<file path="config.mk">
export PLATFORM = sky130hd
export DESIGN_NAME = adc_frame_packer
export DESIGN_NICKNAME = d
export VERILOG_FILES = /design/src/rtl/adc_frame_packer.sv
export SDC_FILE = /design/constraint.sdc
export NUM_CORES = 2
export LEC_CHECK = 0
export ABC_AREA = 0
export ABC_CLOCK_PERIOD_IN_PS = 67200
export BUFFER_PORTS_ARGS = -buffer_cell sky130_fd_sc_hd__buf_4
export CAP_MARGIN = 30
export CELL_PAD_IN_SITES_DETAIL_PLACEMENT = 1
export CELL_PAD_IN_SITES_GLOBAL_PLACEMENT = 1
export CORE_UTILIZATION = 35
export DETAILED_ROUTE_END_ITERATION = 8
export GPL_TIMING_DRIVEN = 0
export HOLD_SLACK_MARGIN = 0.08
export PLACE_DENSITY = 0.57
export SLEW_MARGIN = 15
export SYNTH_ARGS = -nofsm -noshare
export SYNTH_HDL_FRONTEND = slang
export SYNTH_SLANG_ARGS = --single-unit
export TNS_END_PERCENT = 50
</file>
<file path="constraint.sdc">
create_clock -name sys_clk -period 67.2 [get_ports sys_clk]
set_input_delay 10.08 -clock sys_clk [delete_from_list [all_inputs] [get_ports sys_clk]]
set_output_delay 10.08 -clock sys_clk [all_outputs]
set_load 0.01 [all_outputs]
</file>
<file path="src/rtl/adc_frame_packer.sv">
// adc_frame_packer: packs NUM_CH x SAMPLE_W ADC beats LSB-first into sequence-tagged OUT_W words, frame by frame.
// Latency: beat completing a word accepted at edge N -> word at the FIFO head (data_avail) after edge N+1.
// Backpressure: none toward the ADC; a write into a full output FIFO drops that word and sets sticky overflow.
//
// Ports:
//   sys_clk, sys_rst        single clock, synchronous active-high reset
//   start, cont_mode        arm pulse; 1 = re-arm after every frame, 0 = one frame per start
//   in_valid, in_sof,       sample beat, first-beat-of-frame qualifier, NUM_CH samples
//   in_data                 (channel c at [c*SAMPLE_W +: SAMPLE_W])
//   data_rd_en, data_out,   show-ahead FIFO pop / head word / non-empty / occupancy
//   data_avail, fifo_level
//   end_of_frame            1-cycle pulse when the last word of a frame has been written
//   busy                    packer not idle
//   overflow, frame_err     sticky: word dropped on full FIFO / in_sof seen mid-frame
//   frame_cnt               completed frames, wraps at 2^16
module adc_frame_packer #(
    parameter int SAMPLE_W          = 10,
    parameter int NUM_CH            = 1,
    parameter int OUT_W             = 256,
    parameter int SAMPLES_PER_FRAME = 16384,
    parameter int FIFO_DEPTH        = 16
) (
    input  logic                           sys_clk,
    input  logic                           sys_rst,
    input  logic                           start,
    input  logic                           cont_mode,
    input  logic                           in_valid,
    input  logic                           in_sof,
    input  logic [NUM_CH*SAMPLE_W-1:0]     in_data,
    input  logic                           data_rd_en,
    output logic [OUT_W-1:0]               data_out,
    output logic                           data_avail,
    output logic [$clog2(FIFO_DEPTH):0]    fifo_level,
    output logic                           end_of_frame,
    output logic                           busy,
    output logic                           overflow,
    output logic                           frame_err,
    output logic [15:0]                    frame_cnt
);
    // Samples per word is a whole number of beats, so a beat never straddles two words.
    localparam int SPW    = (OUT_W / (SAMPLE_W * NUM_CH)) * NUM_CH;
    localparam int DATA_W = SPW * SAMPLE_W;
    localparam int PAD_W  = OUT_W - DATA_W;
    localparam int SEQ_W  = (PAD_W > 0) ? PAD_W : 1;
    localparam int BEAT_W = NUM_CH * SAMPLE_W;
    localparam int WSW    = $clog2(SPW + 1);
    localparam int FSW    = $clog2(SAMPLES_PER_FRAME + 1);
    localparam int AW     = $clog2(FIFO_DEPTH);

    localparam logic [WSW-1:0] SPW_C = WSW'(SPW);
    localparam logic [WSW-1:0] NCH_W = WSW'(NUM_CH);
    localparam logic [FSW-1:0] SPF_C = FSW'(SAMPLES_PER_FRAME);
    localparam logic [FSW-1:0] NCH_F = FSW'(NUM_CH);
    localparam logic [AW:0]    DEPTH_C = (AW + 1)'(FIFO_DEPTH);
    localparam logic [AW:0]    LVL_ONE = (AW + 1)'(1);
    localparam logic [AW-1:0]  PTR_ONE = AW'(1);

    typedef enum logic [1:0] {IDLE, ARMED, PACK, FLUSH} state_t;

    state_t            state, state_nxt;
    logic [DATA_W-1:0] word_acc, acc_nxt;
    logic [WSW-1:0]    wsamp, wsamp_base;
    logic [FSW-1:0]    fsamp, fsamp_nxt;
    logic [SEQ_W-1:0]  seq;
    logic              cont_q;
    logic              take, restart, word_full, fifo_wr;
    logic [OUT_W-1:0]  fifo_din;

    // wsamp reaches SPW when a word is complete; it is written out on the following
    // edge, and a beat arriving on that same edge starts the next word at sample 0.
    assign word_full = (wsamp == SPW_C);
    assign busy      = (state != IDLE);

    always_comb begin
        state_nxt = state;
        take      = 1'b0;
        restart   = 1'b0;
        fifo_wr   = 1'b0;
        unique case (state)
            IDLE:  if (start) state_nxt = ARMED;
            ARMED: if (in_valid && in_sof) begin
                take    = 1'b1;
                restart = 1'b1;
            end
            PACK: begin
                // A completed word still goes out even if this beat resyncs the frame;
                // only the unfinished word is thrown away.
                fifo_wr = word_full;
                if (in_valid) begin
                    take    = 1'b1;
                    restart = in_sof && (fsamp != '0);
                end
            end
            FLUSH: begin
                fifo_wr   = (wsamp != '0);
                state_nxt = cont_q ? ARMED : IDLE;
            end
            default: state_nxt = IDLE;
        endcase

        wsamp_base = (restart || word_full) ? '0 : wsamp;
        fsamp_nxt  = restart ? NCH_F : fsamp + NCH_F;
        acc_nxt    = (restart || word_full) ? '0 : word_acc;
        acc_nxt[int'(wsamp_base) * SAMPLE_W +: BEAT_W] = in_data;

        if (take) state_nxt = (fsamp_nxt == SPF_C) ? FLUSH : PACK;
    end

    always_ff @(posedge sys_clk) begin
        if (sys_rst) state <= IDLE;
        else         state <= state_nxt;
    end

    // ---------------------------------------------------------------- output FIFO
    logic [OUT_W-1:0] mem [FIFO_DEPTH];
    logic [AW-1:0]    wr_ptr, rd_ptr;
    logic             rd_ok, wr_ok, fifo_full, fifo_drop;

    assign fifo_full  = (fifo_level == DEPTH_C);
    assign data_avail = (fifo_level != '0);
    assign rd_ok      = data_rd_en && data_avail;
    // A pop in the same cycle frees the slot, so a full FIFO can still take the write.
    assign wr_ok      = fifo_wr && (!fifo_full || rd_ok);
    assign fifo_drop  = fifo_wr && !wr_ok;
    assign data_out   = mem[rd_ptr];

    always_ff @(posedge sys_clk) begin
        if (wr_ok) mem[wr_ptr] <= fifo_din;
    end

    always_ff @(posedge sys_clk) begin
        if (sys_rst) begin
            wr_ptr     <= '0;
            rd_ptr     <= '0;
            fifo_level <= '0;
        end else begin
            if (wr_ok) wr_ptr <= wr_ptr + PTR_ONE;
            if (rd_ok) rd_ptr <= rd_ptr + PTR_ONE;
            case ({wr_ok, rd_ok})
                2'b10:   fifo_level <= fifo_level + LVL_ONE;
                2'b01:   fifo_level <= fifo_level - LVL_ONE;
                default: fifo_level <= fifo_level;
            endcase
        end
    end

    // ---------------------------------------------------------------- tag
    generate
        if (PAD_W > 0) begin : g_tag
            assign fifo_din = {seq, word_acc};
        end else begin : g_notag
            assign fifo_din = word_acc;
        end
    endgenerate

    // ---------------------------------------------------------------- datapath
    always_ff @(posedge sys_clk) begin
        if (sys_rst) begin
            word_acc     <= '0;
            wsamp        <= '0;
            fsamp        <= '0;
            seq          <= '0;
            cont_q       <= 1'b0;
            end_of_frame <= 1'b0;
            overflow     <= 1'b0;
            frame_err    <= 1'b0;
            frame_cnt    <= '0;
        end else begin
            end_of_frame <= (state == FLUSH);

            if (take) begin
                word_acc <= acc_nxt;
                wsamp    <= wsamp_base + NCH_W;
                fsamp    <= fsamp_nxt;
            end else if (fifo_wr || state == FLUSH) begin
                word_acc <= '0;
                wsamp    <= '0;
            end

            // Sequence and frame count advance together with the flush, so every word
            // of a frame (including the flushed partial one) carries the same tag.
            if (state == FLUSH) begin
                fsamp     <= '0;
                seq       <= seq + SEQ_W'(1);
                frame_cnt <= frame_cnt + 16'd1;
            end

            if (state_nxt == FLUSH && state != FLUSH) cont_q <= cont_mode;

            if (state == IDLE && start) begin
                overflow  <= 1'b0;
                frame_err <= 1'b0;
            end else begin
                if (fifo_drop)                  overflow  <= 1'b1;
                if (restart && state == PACK)   frame_err <= 1'b1;
            end
        end
    end
endmodule
</file>
==> metrics.md <==
| Metric | Value |
|---|---|
| Count of nets after finishing | 9275 |
| Pin count of the biggest net entering global routing | 20 |
| Most frequently used cell type in the post-synthesis netlist | sky130_fd_sc_hd__edfxtp_1 |
| Number of remaining DRC errors | 0 |
| Row cnt | 255 |
| Master of the slowest instance on the critical path | sky130_fd_sc_hd__a21oi_1 |
| Routed wirelength normalized by instance count | 36.3 µm |
| Master cell of the clock root buffer | sky130_fd_sc_hd__clkbuf_16 |
| Number of input and output port buffers inserted | 297 |
| R2R Path End | word_acc[41] |
| Worst VDD drop | 0.0235 mV |
| Distinct cell type count after synthesis | 98 |
| Syn nets | 7898 |
| Clock insertion delay at the later pin of the skew report | 1.02 ns |
| Die area | 0.489 mm² |
| Hold Fails Final Rpt | 0 |
| Share of the yosys chip area belonging to registers | 0.760 |
| Power per standard cell area | 29.3 mW/mm² |
| DRT Pass-1 Iters | 5 |
| Worst slack at placement | 50.08 ns |
| Worst setup path startpoint | in_valid |
| Clock-pin slew on the worst setup and hold paths | 0.06 ns |
| Pwr Total | 6.00 mW |
| Sinks on Clock Net | 4411 |
| Deepest clock path buffer count | 4 |
| Post-CTS setup buffer count | 0 |
| Pins Over Slew Limit | 0 |
| Critical-path maximum fanout | 10 |
| Avg Synthesized Cell Area | 21.7 µm² |
| Final-layout worst hold slack | 0.497 ns |
| Critical path depth in cells | 23 |
| Capturing element type of the critical path | flip-flop |
| Slew of the pin with the lowest slew margin | 1.26 ns |
| Layout fillers | 45300 |
| DPL Wire Length | 422000 µm |
| First-pass GRT wire length | 792000 µm |
| Horizontal extent of the die | 699 µm |
| Height of the die | 699 µm |
| Hold buffer count at cts | 0 |
| Post-Route WL | 583000 µm |
| Worst Setup Path Type | in -> reg |
| Element type at the critical path start | input pin |
| Post-CTS resize count | 0 |
| Worst stage delay on the critical path | 1.00 ns |
| Mapped cell area | 0.170 mm² |
| Vias in the first global route | 93500 |
| Cell type contributing the most total cell area after synthesis | sky130_fd_sc_hd__edfxtp_1 |
| Antenna violations before repair | 65 |
| Most frequent cells after synthesis | sky130_fd_sc_hd__edfxtp_1 (4096), sky130_fd_sc_hd__mux4_2 (1228), sky130_fd_sc_hd__clkbuf_1 (345) |
| Min Clock Period, post-route | 16.47 ns |
| Cell depth of the worst min-delay path | 2 |
| Floorplan Core Area | 0.483 mm² |
| Drt first-iter violations | 10400 |
| Outcome | finished, final reports clean |
| Number of maximum-capacitance violations | 0 |
| Number of I/O pins | 299 |
| Finish-stage setup viols | 0 |
| Area Growth Syn to Fin | 20.5% |
| Number of clock buffers inserted by TritonCTS | 454 |
| Vias | 90600 |
| FMAX | 60.7 MHz |
| Post-synthesis async set-or-reset flop share | 0 |
| Post-synthesis register bit count | 4411 |
| Data required time of the worst path | 68.13 ns |
| Global-route total usage across every layer | 0.234 |
| Number of buffer and inverter stages on the critical path | 8 |
| Cells on worst reg2reg path | 24 |
| RePlAce Congestion | 0.955 |
| Number of enable flip-flop cells after synthesis | 4096 |
| Worst-case clock skew | 0.0537 ns |
| Final period util | 0.245 |
| Proportion of netlist area held by the largest area contributor | 0.723 |
| FF-to-FF setup slack | 58.76 ns |
| Data arrival at the endpoint of the critical path | 17.40 ns |
| Leak | 66.3 nW |
| Reg2reg start | state[0] |
| Most instantiated flip-flop cell in the synthesis netlist | sky130_fd_sc_hd__edfxtp_1 |
| Warnings, synthesis | 0 |
| Worst path top cell family by delay | compound AO/OA/AOI/OAI gates |
| Initial standard-cell utilization of the core | 0.352 |
| Dominant cell type by count on the critical path | sky130_fd_sc_hd__clkbuf_1 |
| Worst hold-check path type | reg -> reg |
| Worst max-slew margin expressed relative to the limit | 0.135 |
| Worst setup path endpoint | word_acc[41] |
| Count of antenna-violating nets left after detailed routing | 0 |
| Worst path setup slack after routing | 50.73 ns |
| Clock tree from TritonCTS | built |
| Setup repair after global routing missed its margin | false |
| Number of standard cells after synthesis | 7858 |
| Ordered cell list for the critical path | buf_4, o2111a_1, buf_2, a21oi_2, buf_2, and2_1, ha_1, inv_1, fa_1, clkbuf_1, nand2_1, o22ai_1, a211o_1, buf_4, a21oi_1, nor3_1, ha_1, clkbuf_1, a21oi_1, clkbuf_1, o21ai_0, nor2_1, mux2i_1 |
| Setup TNS | 0 ns |
| Fraction of layout cells with a size suffix above 1 | 0.315 |
| Area contributors post-synth | sky130_fd_sc_hd__edfxtp_1 (72%), sky130_fd_sc_hd__mux4_2 (16%), sky130_fd_sc_hd__dfxtp_1 (3.7%), sky130_fd_sc_hd__clkbuf_1 (0.76%), sky130_fd_sc_hd__mux2i_1 (0.74%) |
| Aggregate global routing overflow | 0 |
| H-tree levels | 5 |
| Number of vias per cell | 5.64 |
==> stage by stage <==
step	util	instance area (µm²)	cells
after global placement	0.373	180000	14600
after detailed placement	0.393	190000	15200
after floorplan	-	170000	7858
after global routing	0.424	205000	16000
final	0.424	205000	16100
after CTS	0.423	204000	16000
==> layer usage <==
metal	track usage	vias to the layer above	wire length [µm]	share of wire
li1	-	36100	-	-
met1	0.315	50300	238000	0.41
met2	0.399	3455	290000	0.50
met3	0.0323	746	36600	0.063
met4	0.0654	6	18600	0.032
met5	0	-	47	0.000081
==> layout make-up <==
class	instances	area (µm²)	share of cell area
Multi-Input combinational cell	2959	39100	0.191
Clock inverter	255	2270	0.0111
Buffer	459	1870	0.00913
Inverter	29	109	0.000531
Antenna cell	20	50.0	0.000244
Timing Repair Buffer	921	12100	0.0589
Tap cell	6425	8040	0.0392
Sequential cell	4411	129000	0.631
Clock buffer	578	12100	0.0590
==> flip-flops by register name, summed over array words and instances (netlist names), named ones only <==
name / count
end_of_frame: 1
wsamp: 5
mem: 4096
frame_err: 1
cont_q: 1
state: 2
word_acc: 250
overflow: 1
fifo_level: 5
fsamp: 15
seq: 6
wr_ptr: 4
rd_ptr: 4
frame_cnt: 16
==> worst min-delay path: cells and delay by family (launching register included) <==
family / cells / cell delay [ns]
muxes: 1 / 0.05
DFF: 1 / 0.33
and+or+nand+nor: 1 / 0.06
==> worst min-delay path by stage <==
stage                        from             to  slack [ns]
CTS                  frame_cnt[5]   frame_cnt[5]        0.51
floorplan               rd_ptr[1]      flip-flop        0.47
global route        word_acc[116]  word_acc[116]        0.52
finish              word_acc[116]  word_acc[116]        0.50
global placement         fsamp[1]       fsamp[1]        0.49
detailed placement   frame_cnt[5]   frame_cnt[5]        0.51
==> placed cells by master (no fill, tap or decap), drive strengths merged, types with 24 or more instances in the layout <==
master	instances
nand4	74
and3	38
a21oi	186
buf	1026
o211ai	69
clkbuf	932
dfxtp	315
nor3	58
a211oi	71
nand3	71
nor2	173
mux2i	126
nand2b	24
and2	33
o21ai	57
inv	41
mux2	44
nor2b	62
edfxtp	4096
nand2	240
clkinv	200
mux4	1228
bufinv	30
a32o	31
==> report_power, final <==
group	total, mW	switching [mW]	leakage (nW)	internal [mW]
Combinational	0.574	0.346	16.2	0.228
Clock	2.46	1.08	7.02	1.39
Sequential	2.96	0.00270	43.1	2.96
Total	6.00	1.43	66.3	4.57
==> cell families (layout without fill, tap and decap cells) <==
logic type | after synthesis | after routing | share of synthesized area
DFF | 4411 | 4411 | 0.760
muxes | 1398 | 1398 | 0.173
and+or+nand+nor | 865 | 865 | 0.0256
AOI/OAI and AO/OA | 633 | 633 | 0.0265
buffers and inverters | 488 | 2242 | 0.0110
xor gates and xnor gates | 39 | 39 | 0.00210
adders and majority gates | 24 | 24 | 0.00184
other | 0 | 20 | 0
(Power assumes the default switching activity.)
